[src/rtl/riscv_pkg.sv]
// Shared constants and types for the single-cycle RV32I core.
// Included first so the regfile and the core can both import it.
package riscv_pkg;

    localparam int InstAddrBus = 32;
    localparam int InstBus     = 32;
    localparam int MemAddrBus  = 32;
    localparam int MemBus      = 32;

    localparam logic [31:0] RESET_PC_DEFAULT = 32'h8000_0000;

    localparam logic [6:0] OPC_LUI    = 7'b0110111;
    localparam logic [6:0] OPC_AUIPC  = 7'b0010111;
    localparam logic [6:0] OPC_JAL    = 7'b1101111;
    localparam logic [6:0] OPC_JALR   = 7'b1100111;
    localparam logic [6:0] OPC_BRANCH = 7'b1100011;
    localparam logic [6:0] OPC_LOAD   = 7'b0000011;
    localparam logic [6:0] OPC_STORE  = 7'b0100011;
    localparam logic [6:0] OPC_OP_IMM = 7'b0010011;
    localparam logic [6:0] OPC_OP     = 7'b0110011;

    localparam logic [2:0] F3_ADD  = 3'b000;
    localparam logic [2:0] F3_SLL  = 3'b001;
    localparam logic [2:0] F3_SLT  = 3'b010;
    localparam logic [2:0] F3_SLTU = 3'b011;
    localparam logic [2:0] F3_XOR  = 3'b100;
    localparam logic [2:0] F3_SR   = 3'b101;
    localparam logic [2:0] F3_OR   = 3'b110;
    localparam logic [2:0] F3_AND  = 3'b111;

    localparam logic [2:0] F3_BEQ  = 3'b000;
    localparam logic [2:0] F3_BNE  = 3'b001;
    localparam logic [2:0] F3_BLT  = 3'b100;
    localparam logic [2:0] F3_BGE  = 3'b101;
    localparam logic [2:0] F3_BLTU = 3'b110;
    localparam logic [2:0] F3_BGEU = 3'b111;

    localparam logic [2:0] F3_B  = 3'b000;
    localparam logic [2:0] F3_H  = 3'b001;
    localparam logic [2:0] F3_W  = 3'b010;
    localparam logic [2:0] F3_BU = 3'b100;
    localparam logic [2:0] F3_HU = 3'b101;

    localparam logic [6:0] F7_BASE = 7'b0000000;
    localparam logic [6:0] F7_ALT  = 7'b0100000;

    typedef enum logic [3:0] {
        ALU_ADD, ALU_SUB, ALU_SLL, ALU_SLT, ALU_SLTU,
        ALU_XOR, ALU_SRL, ALU_SRA, ALU_OR, ALU_AND, ALU_PASS_B
    } alu_op_e;

    typedef enum logic [1:0] {
        WB_ALU, WB_LOAD, WB_PC4
    } wb_sel_e;

    // alt is instruction bit 30: selects SUB / SRA(I) where it applies.
    function automatic alu_op_e alu_op_from(input logic [2:0] f3, input logic alt);
        case (f3)
            F3_ADD:  return alt ? ALU_SUB : ALU_ADD;
            F3_SLL:  return ALU_SLL;
            F3_SLT:  return ALU_SLT;
            F3_SLTU: return ALU_SLTU;
            F3_XOR:  return ALU_XOR;
            F3_SR:   return alt ? ALU_SRA : ALU_SRL;
            F3_OR:   return ALU_OR;
            default: return ALU_AND;
        endcase
    endfunction

endpackage

[src/rtl/riscv_regfile.sv]
// 32x32 integer register file: two asynchronous read ports, one write port.
// x0 always reads zero and ignores writes.
module riscv_regfile
    import riscv_pkg::*;
(
    input  logic        clk,
    input  logic        rst,
    input  logic        we,
    input  logic [4:0]  waddr,
    input  logic [31:0] wdata,
    input  logic [4:0]  raddr_a,
    output logic [31:0] rdata_a,
    input  logic [4:0]  raddr_b,
    output logic [31:0] rdata_b
);

    logic [31:0] regs [0:31];

    always_ff @(posedge clk or posedge rst) begin
        if (rst) begin
            for (int i = 0; i < 32; i++) begin
                regs[i] <= '0;
            end
        end else if (we && (waddr != 5'd0)) begin
            regs[waddr] <= wdata;
        end
    end

    assign rdata_a = (raddr_a == 5'd0) ? 32'd0 : regs[raddr_a];
    assign rdata_b = (raddr_b == 5'd0) ? 32'd0 : regs[raddr_b];

endmodule

[src/rtl/riscv_ic_core.sv]
// Single-cycle RV32I core: fetch, decode, execute and memory access settle
// within one clock; PC and the register write commit on the rising edge.
module riscv_ic_core
    import riscv_pkg::*;
#(
    parameter logic [31:0] RESET_PC = RESET_PC_DEFAULT
) (
    input  logic        clk,
    input  logic        rst_n,
    output logic        ibus_req_o,
    output logic [31:0] ibus_addr_o,
    input  logic [31:0] ibus_data_i,
    output logic        dbus_req_o,
    output logic        dbus_we_o,
    output logic [31:0] dbus_addr_o,
    input  logic [31:0] dbus_data_i,
    output logic [31:0] dbus_data_o,
    output logic [3:0]  dbus_sel_o,
    input  logic [7:0]  int_i
);

    // rst_n is the historical port name; it is active-high and asynchronous.
    logic        int_unused;
    logic [31:0] pc_q, pc_plus4, next_pc;
    logic [31:0] inst, rs1_val, rs2_val;
    logic [31:0] imm_i, imm_s, imm_b, imm_u, imm_j;
    logic [31:0] alu_a, alu_b, alu_y, wb_data, load_val;
    logic [31:0] st_data;
    logic [3:0]  st_sel;
    logic [6:0]  opcode;
    logic [4:0]  rd, rs1, rs2;
    logic [2:0]  f3;
    logic [7:0]  ld_byte;
    logic [15:0] ld_half;
    logic        rd_we, mem_req, mem_we, br_taken, is_jalr, is_jal, is_branch;
    alu_op_e     alu_op;
    wb_sel_e     wb_sel;

    assign int_unused = ^int_i;

    assign inst     = ibus_data_i;
    assign opcode   = inst[6:0];
    assign rd       = inst[11:7];
    assign f3       = inst[14:12];
    assign rs1      = inst[19:15];
    assign rs2      = inst[24:20];
    assign pc_plus4 = pc_q + 32'd4;

    assign imm_i = {{20{inst[31]}}, inst[31:20]};
    assign imm_s = {{20{inst[31]}}, inst[31:25], inst[11:7]};
    assign imm_b = {{19{inst[31]}}, inst[31], inst[7], inst[30:25], inst[11:8], 1'b0};
    assign imm_u = {inst[31:12], 12'd0};
    assign imm_j = {{11{inst[31]}}, inst[31], inst[19:12], inst[20], inst[30:21], 1'b0};

    riscv_regfile u_regfile (
        .clk     (clk),
        .rst     (rst_n),
        .we      (rd_we),
        .waddr   (rd),
        .wdata   (wb_data),
        .raddr_a (rs1),
        .rdata_a (rs1_val),
        .raddr_b (rs2),
        .rdata_b (rs2_val)
    );

    always_comb begin
        alu_a     = rs1_val;
        alu_b     = imm_i;
        alu_op    = ALU_ADD;
        rd_we     = 1'b0;
        wb_sel    = WB_ALU;
        mem_req   = 1'b0;
        mem_we    = 1'b0;
        is_jal    = 1'b0;
        is_jalr   = 1'b0;
        is_branch = 1'b0;
        case (opcode)
            OPC_LUI: begin
                alu_op = ALU_PASS_B;
                alu_b  = imm_u;
                rd_we  = 1'b1;
            end
            OPC_AUIPC: begin
                alu_a = pc_q;
                alu_b = imm_u;
                rd_we = 1'b1;
            end
            OPC_JAL: begin
                is_jal = 1'b1;
                rd_we  = 1'b1;
                wb_sel = WB_PC4;
            end
            OPC_JALR: begin
                is_jalr = 1'b1;
                rd_we   = 1'b1;
                wb_sel  = WB_PC4;
            end
            OPC_BRANCH: is_branch = 1'b1;
            OPC_LOAD: begin
                // Reserved funct3 encodings fall through as NOPs.
                if (f3 == F3_B || f3 == F3_H || f3 == F3_W || f3 == F3_BU || f3 == F3_HU) begin
                    mem_req = 1'b1;
                    rd_we   = 1'b1;
                    wb_sel  = WB_LOAD;
                end
            end
            OPC_STORE: begin
                alu_b = imm_s;
                if (f3 == F3_B || f3 == F3_H || f3 == F3_W) begin
                    mem_req = 1'b1;
                    mem_we  = 1'b1;
                end
            end
            OPC_OP_IMM: begin
                alu_op = alu_op_from(f3, (f3 == F3_SR) && inst[30]);
                rd_we  = 1'b1;
            end
            OPC_OP: begin
                alu_b  = rs2_val;
                alu_op = alu_op_from(f3, inst[30]);
                rd_we  = 1'b1;
            end
            default: ;
        endcase
    end

    always_comb begin
        alu_y = '0;
        case (alu_op)
            ALU_ADD:  alu_y = alu_a + alu_b;
            ALU_SUB:  alu_y = alu_a - alu_b;
            ALU_SLL:  alu_y = alu_a << alu_b[4:0];
            ALU_SLT:  alu_y = {31'd0, $signed(alu_a) < $signed(alu_b)};
            ALU_SLTU: alu_y = {31'd0, alu_a < alu_b};
            ALU_XOR:  alu_y = alu_a ^ alu_b;
            ALU_SRL:  alu_y = alu_a >> alu_b[4:0];
            ALU_SRA:  alu_y = $unsigned($signed(alu_a) >>> alu_b[4:0]);
            ALU_OR:   alu_y = alu_a | alu_b;
            ALU_AND:  alu_y = alu_a & alu_b;
            default:  alu_y = alu_b;
        endcase
    end

    always_comb begin
        br_taken = 1'b0;
        case (f3)
            F3_BEQ:  br_taken = (rs1_val == rs2_val);
            F3_BNE:  br_taken = (rs1_val != rs2_val);
            F3_BLT:  br_taken = ($signed(rs1_val) <  $signed(rs2_val));
            F3_BGE:  br_taken = ($signed(rs1_val) >= $signed(rs2_val));
            F3_BLTU: br_taken = (rs1_val <  rs2_val);
            F3_BGEU: br_taken = (rs1_val >= rs2_val);
            default: br_taken = 1'b0;
        endcase
    end

    always_comb begin
        next_pc = pc_plus4;
        if (is_jal) begin
            next_pc = pc_q + imm_j;
        end else if (is_jalr) begin
            next_pc = {alu_y[31:1], 1'b0};
        end else if (is_branch && br_taken) begin
            next_pc = pc_q + imm_b;
        end
    end

    // alu_y is the effective address for loads and stores; its low bits pick lanes.
    always_comb begin
        case (alu_y[1:0])
            2'd0:    ld_byte = dbus_data_i[7:0];
            2'd1:    ld_byte = dbus_data_i[15:8];
            2'd2:    ld_byte = dbus_data_i[23:16];
            default: ld_byte = dbus_data_i[31:24];
        endcase
        ld_half = alu_y[1] ? dbus_data_i[31:16] : dbus_data_i[15:0];
        case (f3)
            F3_B:    load_val = {{24{ld_byte[7]}}, ld_byte};
            F3_BU:   load_val = {24'd0, ld_byte};
            F3_H:    load_val = {{16{ld_half[15]}}, ld_half};
            F3_HU:   load_val = {16'd0, ld_half};
            default: load_val = dbus_data_i;
        endcase
    end

    always_comb begin
        case (f3)
            F3_B: begin
                st_sel  = 4'b0001 << alu_y[1:0];
                st_data = {4{rs2_val[7:0]}};
            end
            F3_H: begin
                st_sel  = 4'b0011 << {alu_y[1], 1'b0};
                st_data = {2{rs2_val[15:0]}};
            end
            default: begin
                st_sel  = 4'b1111;
                st_data = rs2_val;
            end
        endcase
    end

    always_comb begin
        case (wb_sel)
            WB_LOAD: wb_data = load_val;
            WB_PC4:  wb_data = pc_plus4;
            default: wb_data = alu_y;
        endcase
    end

    always_ff @(posedge clk or posedge rst_n) begin
        if (rst_n) begin
            pc_q <= RESET_PC;
        end else begin
            pc_q <= next_pc;
        end
    end

    // Buses have no handshake: req qualifies addr/sel/data for the current
    // cycle and the responder returns read data combinationally in that cycle.
    assign ibus_req_o  = ~rst_n;
    assign ibus_addr_o = pc_q;
    assign dbus_req_o  = mem_req & ~rst_n;
    assign dbus_we_o   = mem_we & ~rst_n;
    assign dbus_addr_o = {alu_y[31:2], 2'b00};
    assign dbus_sel_o  = rst_n ? 4'd0 : (mem_we ? st_sel : (mem_req ? 4'b1111 : 4'd0));
    assign dbus_data_o = (mem_we & ~rst_n) ? st_data : 32'd0;

endmodule

[config.mk]
export PLATFORM = sky130hd
export DESIGN_NAME = riscv_ic_core
export DESIGN_NICKNAME = d
export VERILOG_FILES = /design/src/rtl/riscv_pkg.sv /design/src/rtl/riscv_regfile.sv /design/src/rtl/riscv_ic_core.sv
export SDC_FILE = /design/constraint.sdc
export NUM_CORES = 2
export LEC_CHECK = 0
export BUFFER_PORTS_ARGS = -buffer_cell sky130_fd_sc_hd__buf_2
export CELL_PAD_IN_SITES_DETAIL_PLACEMENT = 1
export CELL_PAD_IN_SITES_GLOBAL_PLACEMENT = 1
export CORE_UTILIZATION = 30
export CTS_BUF_LIST = sky130_fd_sc_hd__clkbuf_8
export DETAILED_ROUTE_END_ITERATION = 7
export GPL_ROUTABILITY_DRIVEN = 0
export PLACE_DENSITY_LB_ADDON = 0.1
export SETUP_SLACK_MARGIN = 0.2
export SLEW_MARGIN = 40
export SYNTH_ARGS = -nofsm -noshare
export SYNTH_HDL_FRONTEND = slang
export SYNTH_SLANG_ARGS = --single-unit
export TNS_END_PERCENT = 30
[constraint.sdc]
create_clock -name clk -period 41.4 [get_ports clk]
set_input_delay 4.14 -clock clk [delete_from_list [all_inputs] [get_ports clk]]
set_output_delay 4.14 -clock clk [all_outputs]
set_load 0.03 [all_outputs]
==> results.toml <==
[logic_synthesis]
synthCells = 7252
synth_top_area_share_pct = 37.7
synth-main-ff-cell = "dfrtp_1"
yosys-top-cells-area = "dfrtp_1 38%, mux4_2 16%, nand2_1 7.2%"
synth_cell_types = 102
synth_top_area_cell = "dfrtp_1"
synth_seq_cells = 1055
async_reset_ff_share_pct = 100
synth_area_per_cell_sq_um = 9.66
syn_area_sq_mm = 0.0700
ys_warn_count = 0
synth_edf_count = 0
seq_area_frac_synth_pct = 37.7

[die]
core_region_area_sq_mm = 0.232
rows = 177
die-area_sq_mm = 0.235
die_w_um = 485
initial_core_util_pct = 30.2
die_y_um = 485
ios = 177

[final_layout]
ff_latch_area_sq_mm = 0.0264
area_delta_synth_final_pct = 12.4
multi_input_area_sq_mm = 0.0407
drive_gt1_share_pct = 19.6
nets = 7392
fillers = 26100
final_area_sq_mm = 0.0787

[power_and_ir_drop]
p_leak_nw = 33.4
power_density_mw_per_mm2 = 40.1
ir_worst_vdd_uv = 32.6

[worst_setup_path]
critical_path_required_ns = 37.26
r2r_cells = 24
cp-endpoint = "dbus_addr_o[31]"
r2r_setup_slack_ns = 32.31
r2r-start = "u_regfile.regs[321]"
startpoint_type = "input pin"
worstPathArrival_ns = 13.82
worstSetupPathType = "in2out"
worst_setup_path_end_kind = "output port"
path_max_fanout = 63
r2r-end = "u_regfile.regs[528]"
startpoint = "ibus_data_i[21]"

[cts]
cts_buffers = 200
clkSinkCount = 1055
cts-root-buf = "clkbuf_8"
clk_latency_ns = 1.04
h-tree-depth = 4
cts_resized = 0
clk_path_buf_depth = 3
cts_tree = "done"
hold_buffers = 0
cts_setup_buffers = 0
cts.clk_slew.worst_paths_ns = 0.06

[global_route]
antenna_found_initial = 22
grt_max_degree = 88
grt_overflow = 0
grt_usage_pct = 29.7
grt_pass1_vias = 62800
grt_pass1_wl_um = 499000

[detailed_routing]
dr.pass1.iters = 8
wl_um = 353000
ant_nets = 0
num_vias = 62200
drc = 0
drt-initial-drc-count = 6015
post_drt_wl_per_cell_um = 34.1
drt-vias-per-instance = 6.00

[place]
hpwl_um = 236000
port_buffers = 165
place_area_sq_mm = 0.0745

[timing]
max-slew-margin-rel_pct = 34.2
period_share_pct = 43.4
setup_tns_ns = 0
fmaxAchievable_mhz = 55.7
drv_slew = 0
grt_setup_unrepaired = "false"
hold_viol_final = 0
finClkSkew_ns = 0.0783
period_minus_slack_ns = 17.96
finalSetupViolations = 0
tightest_slew_ns = 0.978

[worst_hold_path]
hp-class = "reg2reg"
whs_path_depth = 0

[status]
status = "finished, final reports clean"

[job]
drv_cap = 0
==> metrics by stage <==
step,setup WS [ns],cells,hold slack (ns),utilization [%],total power [mW]
after global placement,23.35,9969,0.376,31.9,2.07
final,23.44,10400,0.398,33.9,3.16
after detailed placement,23.76,9976,0.384,32.1,2.08
after CTS,23.77,10300,0.397,33.8,3.18
after floorplan,6.73,7254,0.441,-,1.73
after global routing,23.23,10300,0.410,33.9,3.30
==> placed cells by master (no fill, tap or decap), types with 15 or more instances in the layout <==
| cell type | Yosys | final |
|---|---|---|
| nand2_1 | 1348 | 1315 |
| dfrtp_1 | 1054 | 1054 |
| o21ai_0 | 758 | 752 |
| mux4_2 | 487 | 487 |
| o31ai_1 | 473 | 472 |
| nor2_1 | 313 | 297 |
| mux2i_1 | 279 | 278 |
| a21oi_1 | 280 | 276 |
| clkbuf_8 | 0 | 258 |
| inv_1 | 156 | 219 |
| buf_4 | 31 | 216 |
| ha_1 | 175 | 175 |
| buf_2 | 117 | 159 |
| nand3_1 | 82 | 80 |
| a22oi_1 | 71 | 70 |
| xnor2_1 | 59 | 59 |
| nor3_1 | 61 | 55 |
| a21o_1 | 54 | 54 |
| a211oi_1 | 54 | 52 |
| o211ai_1 | 49 | 49 |
| o22ai_1 | 54 | 47 |
| mux2_2 | 46 | 46 |
| xor2_1 | 40 | 40 |
| nor2b_1 | 40 | 38 |
| buf_6 | 12 | 35 |
| a22o_1 | 34 | 34 |
| nand2_4 | 1 | 33 |
| a221oi_1 | 33 | 33 |
| or3_1 | 32 | 31 |
| nand4_1 | 31 | 31 |
| nand2b_1 | 29 | 29 |
| and3_1 | 31 | 29 |
| o221ai_1 | 29 | 29 |
| o21a_1 | 29 | 29 |
| a31oi_1 | 33 | 26 |
| and2_1 | 21 | 20 |
| or2_2 | 18 | 18 |
| nor2_2 | 1 | 16 |
| a32oi_1 | 23 | 15 |
| clkinv_2 | 0 | 15 |
==> routing by layer <==
| layer | up-vias | routed length, um | GRT usage [%] |
|---|---|---|---|
| met1 | 32500 | 154000 | 40.5 |
| li1 | 26600 | - | - |
| met4 | 6 | 17300 | 13.3 |
| met5 | - | 35 | 0 |
| met3 | 620 | 23700 | 5.07 |
| met2 | 2371 | 158000 | 46.0 |
==> cell usage after synthesis (all sizes together) (32+ instances only) <==
cell and number:
nand2 1349, dfrtp 1054, o21ai 768, clkbuf 523
mux4 487, o31ai 473, nor2 314, a21oi 282
mux2i 280, buf 217, ha 175, inv 158
nand3 82, a22oi 71, nor3 61, xnor2 59
a211oi 54, a21o 54, o22ai 54, o211ai 49
mux2 48, nor2b 40, xor2 40, a221oi 34
a22o 34, a31oi 33, or3 32
==> registers in the layout (all words and copies together), names as in the netlist <==
signal and cells:
u_regfile.regs 1024, ibus_addr_o 31
==> worst max-delay path, cell delays in order <==
cell and delay [ns]:
buf_8 0.45, buf_4 0.74, buf_4 0.74, mux4_2 0.44, mux4_2 0.48, mux2i_1 0.57, or2_2 0.43, nor2_1 0.09
a211oi_2 0.50, inv_1 0.10, ha_1 0.47, o21a_1 0.17, o21ai_0 0.17, nor2_1 0.36, and3_1 0.21, a21oi_1 0.17
a41oi_1 0.51, a211oi_1 0.24, o21ai_0 0.48, or4b_2 0.64, o211ai_1 0.14, xnor2_1 0.17, a221oi_1 0.55, a21oi_1 0.20
buf_2 0.25
==> final cells by class <==
class	count	share of cell area, %
Antenna cell	12	0.0381
Clock buffer	258	4.51
Clock inverter	101	0.722
Inverter	160	0.772
Multi-Input combinational cell	5299	51.7
Sequential cell	1055	33.5
Tap cell	3043	4.84
Timing Repair Buffer	423	3.85
==> kinds of logic (layout without fill, tap and decap cells) <==
| logic type | count (synthesis) | after routing | share of synthesized area [%] |
|---|---|---|---|
| and+or+nand+nor | 2052 | 2052 | 12.2 |
| xor gates and xnor gates | 99 | 99 | 1.24 |
| AOI/OAI and AO/OA | 2151 | 2151 | 19.8 |
| adders and majority gates | 179 | 179 | 3.24 |
| DFF | 1055 | 1055 | 37.7 |
| buffers and inverters | 900 | 942 | 5.33 |
| other | 1 | 15 | 0.00535 |
| muxes | 815 | 815 | 20.4 |
==> worst min-delay path by stage <==
| stage | from | endpoint | slack [ns] |
|---|---|---|---|
| finish | u_regfile.regs[1012] | u_regfile.regs[1012] | 0.40 |
| detailed placement | u_regfile.regs[1014] | u_regfile.regs[1014] | 0.38 |
| CTS | u_regfile.regs[1014] | u_regfile.regs[1014] | 0.40 |
| global route | u_regfile.regs[1008] | u_regfile.regs[1008] | 0.41 |
| floorplan | u_regfile.regs[1005] | u_regfile.regs[1005] | 0.44 |
| global placement | u_regfile.regs[1008] | u_regfile.regs[1008] | 0.38 |
==> power breakdown <==
| group | leakage, nW | internal, mW | switching (mW) |
|---|---|---|---|
| Clock | 2.37 | 0.571 | 0.510 |
| Sequential | 14.5 | 1.10 | 0.0925 |
| Combinational | 16.5 | 0.293 | 0.595 |
| Total | 33.4 | 1.96 | 1.20 |
No activity file was read; power rests on OpenSTA's default activity.
